==> src/rtl/icache_refill_fetch.sv <==
// Fetch controller in front of a direct-mapped I-cache: hit returns the word, miss refills a block byte-serially.
// Define ICACHE_REFILL_FORWARD_EN to deliver the missed word straight from the assembled block in the WRITE cycle.
module icache_refill_fetch #(
  parameter int BLOCK_BYTES = 16,
  parameter int BLOCK_BITS  = BLOCK_BYTES * 8,
  parameter int OFF_W       = $clog2(BLOCK_BYTES)
) (
  input  logic                  clk_in,
  input  logic                  rst_in,
  input  logic                  rdy_in,
  input  logic                  flush,
  input  logic                  fetch_valid,
  input  logic [31:0]           fetch_addr,
  output logic                  inst_valid,
  output logic [31:0]           inst_out,
  output logic [31:0]           inst_pc,
  output logic [31:0]           cache_addr,
  input  logic                  cache_hit,
  input  logic [31:0]           cache_inst,
  output logic                  cache_we,
  output logic [BLOCK_BITS-1:0] cache_block,
  output logic                  mem_req,
  output logic [31:0]           mem_addr,
  input  logic                  mem_gnt,
  input  logic [7:0]            mem_din
);

  typedef enum logic [1:0] {IDLE, REFILL, WRITE} state_t;

  localparam logic [OFF_W:0] ONE      = (OFF_W+1)'(1);
  localparam logic [OFF_W:0] BB_CNT   = (OFF_W+1)'(BLOCK_BYTES);
  localparam logic [OFF_W:0] LAST_CNT = BB_CNT - ONE;

  state_t         state, state_nxt;
  logic [31:0]    base;
  logic [OFF_W:0] issue_cnt;
  logic [OFF_W:0] recv_cnt;
  logic           rd_pending;
  logic           accept;

  assign accept     = fetch_valid && !inst_valid && !flush;
  assign cache_addr = (state == IDLE) ? fetch_addr : base;
  // Block base has zero offset bits, so OR-ing the count never carries out of the block.
  assign mem_addr   = {base[31:OFF_W], issue_cnt[OFF_W-1:0]};

  always_comb begin
    state_nxt = state;
    cache_we  = 1'b0;
    mem_req   = 1'b0;
    case (state)
      IDLE: begin
        if (accept && !cache_hit) state_nxt = REFILL;
      end
      REFILL: begin
        mem_req = (issue_cnt < BB_CNT);
        if (rd_pending && (recv_cnt == LAST_CNT)) state_nxt = WRITE;
      end
      WRITE: begin
        cache_we  = 1'b1;
        state_nxt = IDLE;
      end
      default: state_nxt = IDLE;
    endcase
    if (flush) begin
      state_nxt = IDLE;
      cache_we  = 1'b0;
      mem_req   = 1'b0;
    end
    // A frozen cycle must not strobe the cache or hand an address to the arbiter.
    if (!rdy_in) begin
      state_nxt = state;
      cache_we  = 1'b0;
      mem_req   = 1'b0;
    end
  end

`ifdef ICACHE_REFILL_FORWARD_EN
  logic [31:0]      fwd_word;
  logic [OFF_W-1:0] fwd_idx;

  always_comb begin
    fwd_word = '0;
    fwd_idx  = '0;
    for (int k = 0; k < 4; k++) begin
      fwd_idx = fetch_addr[OFF_W-1:0] + OFF_W'(k);
      fwd_word[8*k +: 8] = cache_block[{fwd_idx, 3'b000} +: 8];
    end
  end
`endif

  always_ff @(posedge clk_in or posedge rst_in) begin
    if (rst_in) begin
      state       <= IDLE;
      base        <= '0;
      issue_cnt   <= '0;
      recv_cnt    <= '0;
      rd_pending  <= 1'b0;
      cache_block <= '0;
      inst_valid  <= 1'b0;
      inst_out    <= '0;
      inst_pc     <= '0;
    end else if (rdy_in) begin
      state      <= state_nxt;
      inst_valid <= 1'b0;
      rd_pending <= 1'b0;
      if (!flush) begin
        case (state)
          IDLE: begin
            if (accept) begin
              if (cache_hit) begin
                inst_valid <= 1'b1;
                inst_out   <= cache_inst;
                inst_pc    <= fetch_addr;
              end else begin
                base      <= {fetch_addr[31:OFF_W], {OFF_W{1'b0}}};
                issue_cnt <= '0;
                recv_cnt  <= '0;
              end
            end
          end
          REFILL: begin
            if (mem_req && mem_gnt) begin
              issue_cnt  <= issue_cnt + ONE;
              rd_pending <= 1'b1;
            end
            if (rd_pending) begin
              cache_block[{recv_cnt[OFF_W-1:0], 3'b000} +: 8] <= mem_din;
              recv_cnt <= recv_cnt + ONE;
            end
          end
          WRITE: begin
`ifdef ICACHE_REFILL_FORWARD_EN
            inst_valid <= 1'b1;
            inst_out   <= fwd_word;
            inst_pc    <= fetch_addr;
`endif
          end
          default: ;
        endcase
      end
    end
  end

endmodule

==> config.mk <==
export PLATFORM = sky130hd
export DESIGN_NAME = icache_refill_fetch
export DESIGN_NICKNAME = d
export VERILOG_FILES = /design/src/rtl/icache_refill_fetch.sv
export SDC_FILE = /design/constraint.sdc
export NUM_CORES = 1
export LEC_CHECK = 0
export ABC_AREA = 0
export CORE_ASPECT_RATIO = 1.4
export CORE_MARGIN = 5
export CORE_UTILIZATION = 46
export CTS_CLUSTER_SIZE = 20
export DETAILED_ROUTE_END_ITERATION = 8
export PLACE_DENSITY_LB_ADDON = 0.2
export RECOVER_POWER = 50
export SYNTH_ARGS = -nofsm -noshare
export SYNTH_HDL_FRONTEND = slang
export SYNTH_SLANG_ARGS = --single-unit
==> constraint.sdc <==
create_clock -name clk_in -period 9.7 [get_ports clk_in]
set_input_delay 1.455 -clock clk_in [delete_from_list [all_inputs] [get_ports clk_in]]
set_output_delay 1.455 -clock clk_in [all_outputs]
set_load 0.02 [all_outputs]
* Word level (Yosys, flattened, before mapping)
Cells that the tools add are included.
Storage, ports and cells: bits in registers 234, bits of input ports 79, output and inout bits 259, logic and storage cells 67
Operators by class: add/subtract/negate cells 3, order comparisons 1, equality and inequality tests 9, shift-type cells 2, mux-type cells 25, bitwise logic cells 2, reduce and logical (&&, ||, !) cells 16
Operators with widths (number):
- 128-bit bitwise mux | 1
- 8-bit by 9-bit variable shift with 128-bit output (first input constant) | 1
- 8-bit by 9-bit variable part select with 128-bit output | 1
- 32-bit 2-to-1 mux | 1
- 5-bit 2-to-1 mux | 4
- 5-bit case mux with 2 select lines | 2
- 1-bit 2-to-1 mux | 13
- 6-bit AND reduction | 2
- 5-bit by 1-bit adder with 5-bit output (second input constant) | 2
- 5-bit AND reduction | 2
- 7-bit negation with 9-bit output | 1
- 2-bit != test (second input constant) | 4
- 2-bit 2-to-1 mux | 3
- 5-bit by 4-bit equality test with 1-bit output (second input constant) | 1
- 1-bit logical AND | 5
- 5-bit < comparator (second input constant) | 1
- 2-bit case mux with 2 select lines | 1
- 4-bit AND reduction | 1
- 1-bit logical NOT | 3
- 3-bit by 2-bit != test with 1-bit output (second input constant) | 1
- 3-bit != test (second input constant) | 1
- 3-bit AND reduction | 1
- 2-bit by 1-bit equality test with 1-bit output (second input constant) | 1
- 2-bit equality test (second input constant) | 1
- other kinds (3) | 4

* Logic depth before layout (Yosys ltp)
depth after elaboration 8, depth in mapped cells 8, mapped depth without buffers 7

* Worst setup path before layout
OpenSTA, ideal clock, no wires.
path kind input -> output, start input flush, end output mem_req, arrival time 2.491 ns, data required time 8.245 ns, path slack 5.754 ns, stages 3, path buffers 1, cells stage by stage or3b_1 buf_2 nor3b_1
Between the ends: word-level cells in the longest chain between the ends 2
Ends and longest elaborated chain:
- start: declaration | RTL line 11 | input logic flush,
- 1-bit 2-to-1 mux | RTL line 64 | if (flush) begin
- 1-bit 2-to-1 mux | RTL line 70 | if (!rdy_in) begin
- end: declaration | RTL line 22 | output logic mem_req,
Every way passes these cells.

==> qor.csv <==
stage;metric;value;unit
synth;synth_flop_cell;dfrtp_1;
floorplanning;die_h;185;um
worst_setup_path;cp.required;10.23;ns
cts;clockBufferDepth;3;
placed_design;dp_hpwl;19.2;mm
cts;clk_pin_slew;0.06;ns
synth;yosysTopAreaCell;dfrtp_1;
route;vias_per_cell;5.03;
route;avgRoutedWirePerCell;20.3;um
cts;cts_setup_buffers;0;
sta;hold_slack;0.481;ns
worst_setup_path;cp_slowest_cell;clkinvlp_2;
sta;setup_violations;0;
sta;final.setup_skew;0.0141;ns
power_and_ir_drop;p_clk_share;35.0;%
sta;hold_viol_final;0;
worst_setup_path;critPathMaxFanout;111;
power_and_ir_drop;p_seq_share;40.3;%
power_and_ir_drop;peakVddDrop;169;uV
sta;fmax;0.190;GHz
worst_setup_path;cp.arrival;5.79;ns
global_route;grt_max_degree;112;
placed_design;dp.cells;1257;
synth;ys_warn_count;0;
floorplanning;die_w;135;um
sta;finalSetupTns;0;ns
worst_setup_path;r2r_end;base[19];
worst_setup_path;cp_top_family;buffers and inverters;
synth;ys_seq_area_share;58.4;%
worst_setup_path;max_stage_delay;2.71;ns
cells_and_area;ff_latch_area;5860;um^2
cts;cts_inserted_buffers;24;
floorplanning;fp.coreArea;21700;um^2
placed_design;globalplace.congestion;0.830;
route;wl;26.3;mm
worst_setup_path;critPathCaptureType;asynchronous set/reset pin;
sta;fin_crit_sh;54.2;%
floorplanning;die-area;24900;um^2
power_and_ir_drop;internal-power;2.09;mW
global_route;grt_pass1_wl;41.2;mm
worst_setup_path;worstPathBufferInverterCount;3;
cells_and_area;drive_above_1_share;31.8;%
route;drc;0;
worst_setup_path;crit_type;primary input to asynchronous set/reset pin;
power_and_ir_drop;switching_share;28.2;%
synth;synthTopCellsByArea;dfrtp_1 (58%), mux2_2 (22%), mux2_4 (7.3%);
sta;drv_slew;154;
cells_and_area;fillerInstances;1570;
run_status;status;complete, but fails checks;
power_and_ir_drop;powerDensity;201;nW/um^2
worst_setup_path;cp_cell_sequence;dlygate4sd3_1 > clkinvlp_2 > buf_4;
placed_design;io_buffers;337;
floorplanning;boundaryPins;338;
floorplanning;start_util;46.2;%
synth;avgSynthCellArea;15.5;um^2
sta;relSlewSlack;-225;%
cts;root_buffer;clkbuf_16;
synth;yosysTopAreaCellShare;58.4;%
floorplanning;row_count;64;
synth;synth-edff-count;0;
cells_and_area;num_antenna_cells;0;
worst_setup_path;rrSetupSlack;5.86;ns
power_and_ir_drop;power.total;2.91;mW
cts;cts_hold_buf;0;
synth;synth_area;10000;um^2
cts;htree_num_levels;1;
synth;synth_cell_types;54;
job;cap_violations;3;
placed_design;dp_worst_setup_slack;4.84;ns
global_route;grt-ovfl-total;0;
min_path;hold_path_class;flop to flop;
cts;cts_resized;0;
sta;tightest_slew;4.85;ns
synth;syn_nets;733;
worst_setup_path;crit_end;cache_block[122];
cells_and_area;nNetsFinal;1071;
route;final_antenna_net_count;0;
synth;syn_inst;648;
worst_setup_path;start_kind;primary input;
global_route;grt_usage;21.1;%
cts;clock_sinks;234;
power_and_ir_drop;p_comb_share;24.7;%
sta;finalWorstSetupSlack;4.44;ns
sta;rsz0062_at_grt;no;
global_route;grt_pass1_vias;7220;
synth;ys_seq_elements;234;
route;drt-initial-drc-count;200;
cells_and_area;final_cell_mix;dfrtp_1 (234), dlygate4sd3_1 (221), mux2_2 (198), clkdlybuf4s50_1 (116), mux2_4 (49);
sta;min_period;5.26;ns
run_status;violations;capacitance limit, slew limit;
worst_setup_path;rr_worst_depth;4;
worst_setup_path;r2r-start;state[1];
worst_setup_path;path_depth;3;
power_and_ir_drop;switchingPower;818;uW
cells_and_area;final_cells;1300;
route;num_vias;6541;
synth;synthArstFlopShare;100;%
cells_and_area;area_growth;44.4;%
cells_and_area;multi_input_area;3940;um^2
route;dr.pass1.iters;4;
worst_setup_path;crit_start;rst_in;
global_route;antenna_found_initial;0;
cells_and_area;final_common_cell;dfrtp_1;
power_and_ir_drop;p_leak;7.20;nW
cts;insertion_delay;0.51;ns
cts;cts_tree;done;
## logic make-up after synthesis
group / Yosys count / synth area share (%)
multiplexers: 249 / 29.8
flip-flops: 234 / 58.4
AND/OR/NAND/NOR: 90 / 6.10
buffers and inverters: 39 / 2.36
AO/OA/AOI/OAI: 26 / 2.31
adder cells (fa/ha/maj): 6 / 0.748
XOR/XNOR: 4 / 0.349
## Yosys cell counts (2+ instances only)
cell and n:
nand3_1 6, buf_2 9, buf_6 7, mux2_4 49
inv_1 9, clkbuf_1 6, nor2_1 14, nor3b_1 2
a21oi_2 2, a21oi_4 2, ha_1 6, nand2b_1 4
nand2_1 12, xor2_1 2, o21ai_0 5, buf_4 7
nand4_4 4, and3_1 10, a21o_1 3, nor2b_1 5
mux2_2 198, nor3_4 2, o21ai_1 2, dfrtp_1 234
xnor2_1 2, and2_1 11, mux2_1 2, a211oi_1 3
nor2_2 5
## registers in the layout (all words and copies together), names as in the netlist
register	flops
base	28
cache_block	128
inst_out	32
inst_pc	32
inst_valid	1
issue_cnt	5
rd_pending	1
recv_cnt	5
state	2
## layer usage
layer / wire, um / track usage, % / vias to the layer above / part of all wire, %
met5: 0 / 0 / - / 0
met4: 656 / 5.58 / 0 / 2.5
met3: 2460 / 7.81 / 43 / 9.4
met2: 13600 / 38.1 / 231 / 52
met1: 9560 / 23.4 / 3268 / 36
li1: - / - / 2999 / -
## layout make-up
cell class              count  share of cell area [%]
multi-input cells         375                    27.2
clock inverters            11                    1.24
well taps                 297                    2.56
clock buffers              32                    4.84
repair buffers            342                    23.5
inverters                   9                   0.242
flip-flops and latches    234                    40.4
## metrics by stage
step                instance area [um^2]  utilization (%)
floorplan                          10000                -
global placement                   13600             62.9
detailed placement                 13600             62.9
CTS                                14500             66.9
global route                       14500             66.8
finish                             14500             66.8
## power by group through the flow
stage | combinational, mW | clock [mW] | sequential (mW)
after CTS | 0.769 | 1.04 | 1.18
after detailed placement | 0.766 | 0 | 1.19
after global routing | 0.761 | 1.08 | 1.19
after global placement | 0.762 | 0 | 1.19
after floorplan | 0.272 | 0 | 1.31
final | 0.718 | 1.02 | 1.17
## how the worst min path moves through the flow
stage | end | startpoint | cells after the start
after CTS | cache_block[66] | cache_block[66] | 1
after detailed placement | cache_block[66] | cache_block[66] | 1
after global placement | cache_block[66] | cache_block[66] | 1
after floorplan | issue_cnt[4] | issue_cnt[4] | 2
final | cache_block[66] | cache_block[66] | 1
after global routing | cache_block[66] | cache_block[66] | 1
Power figures use the tool's default switching activity.
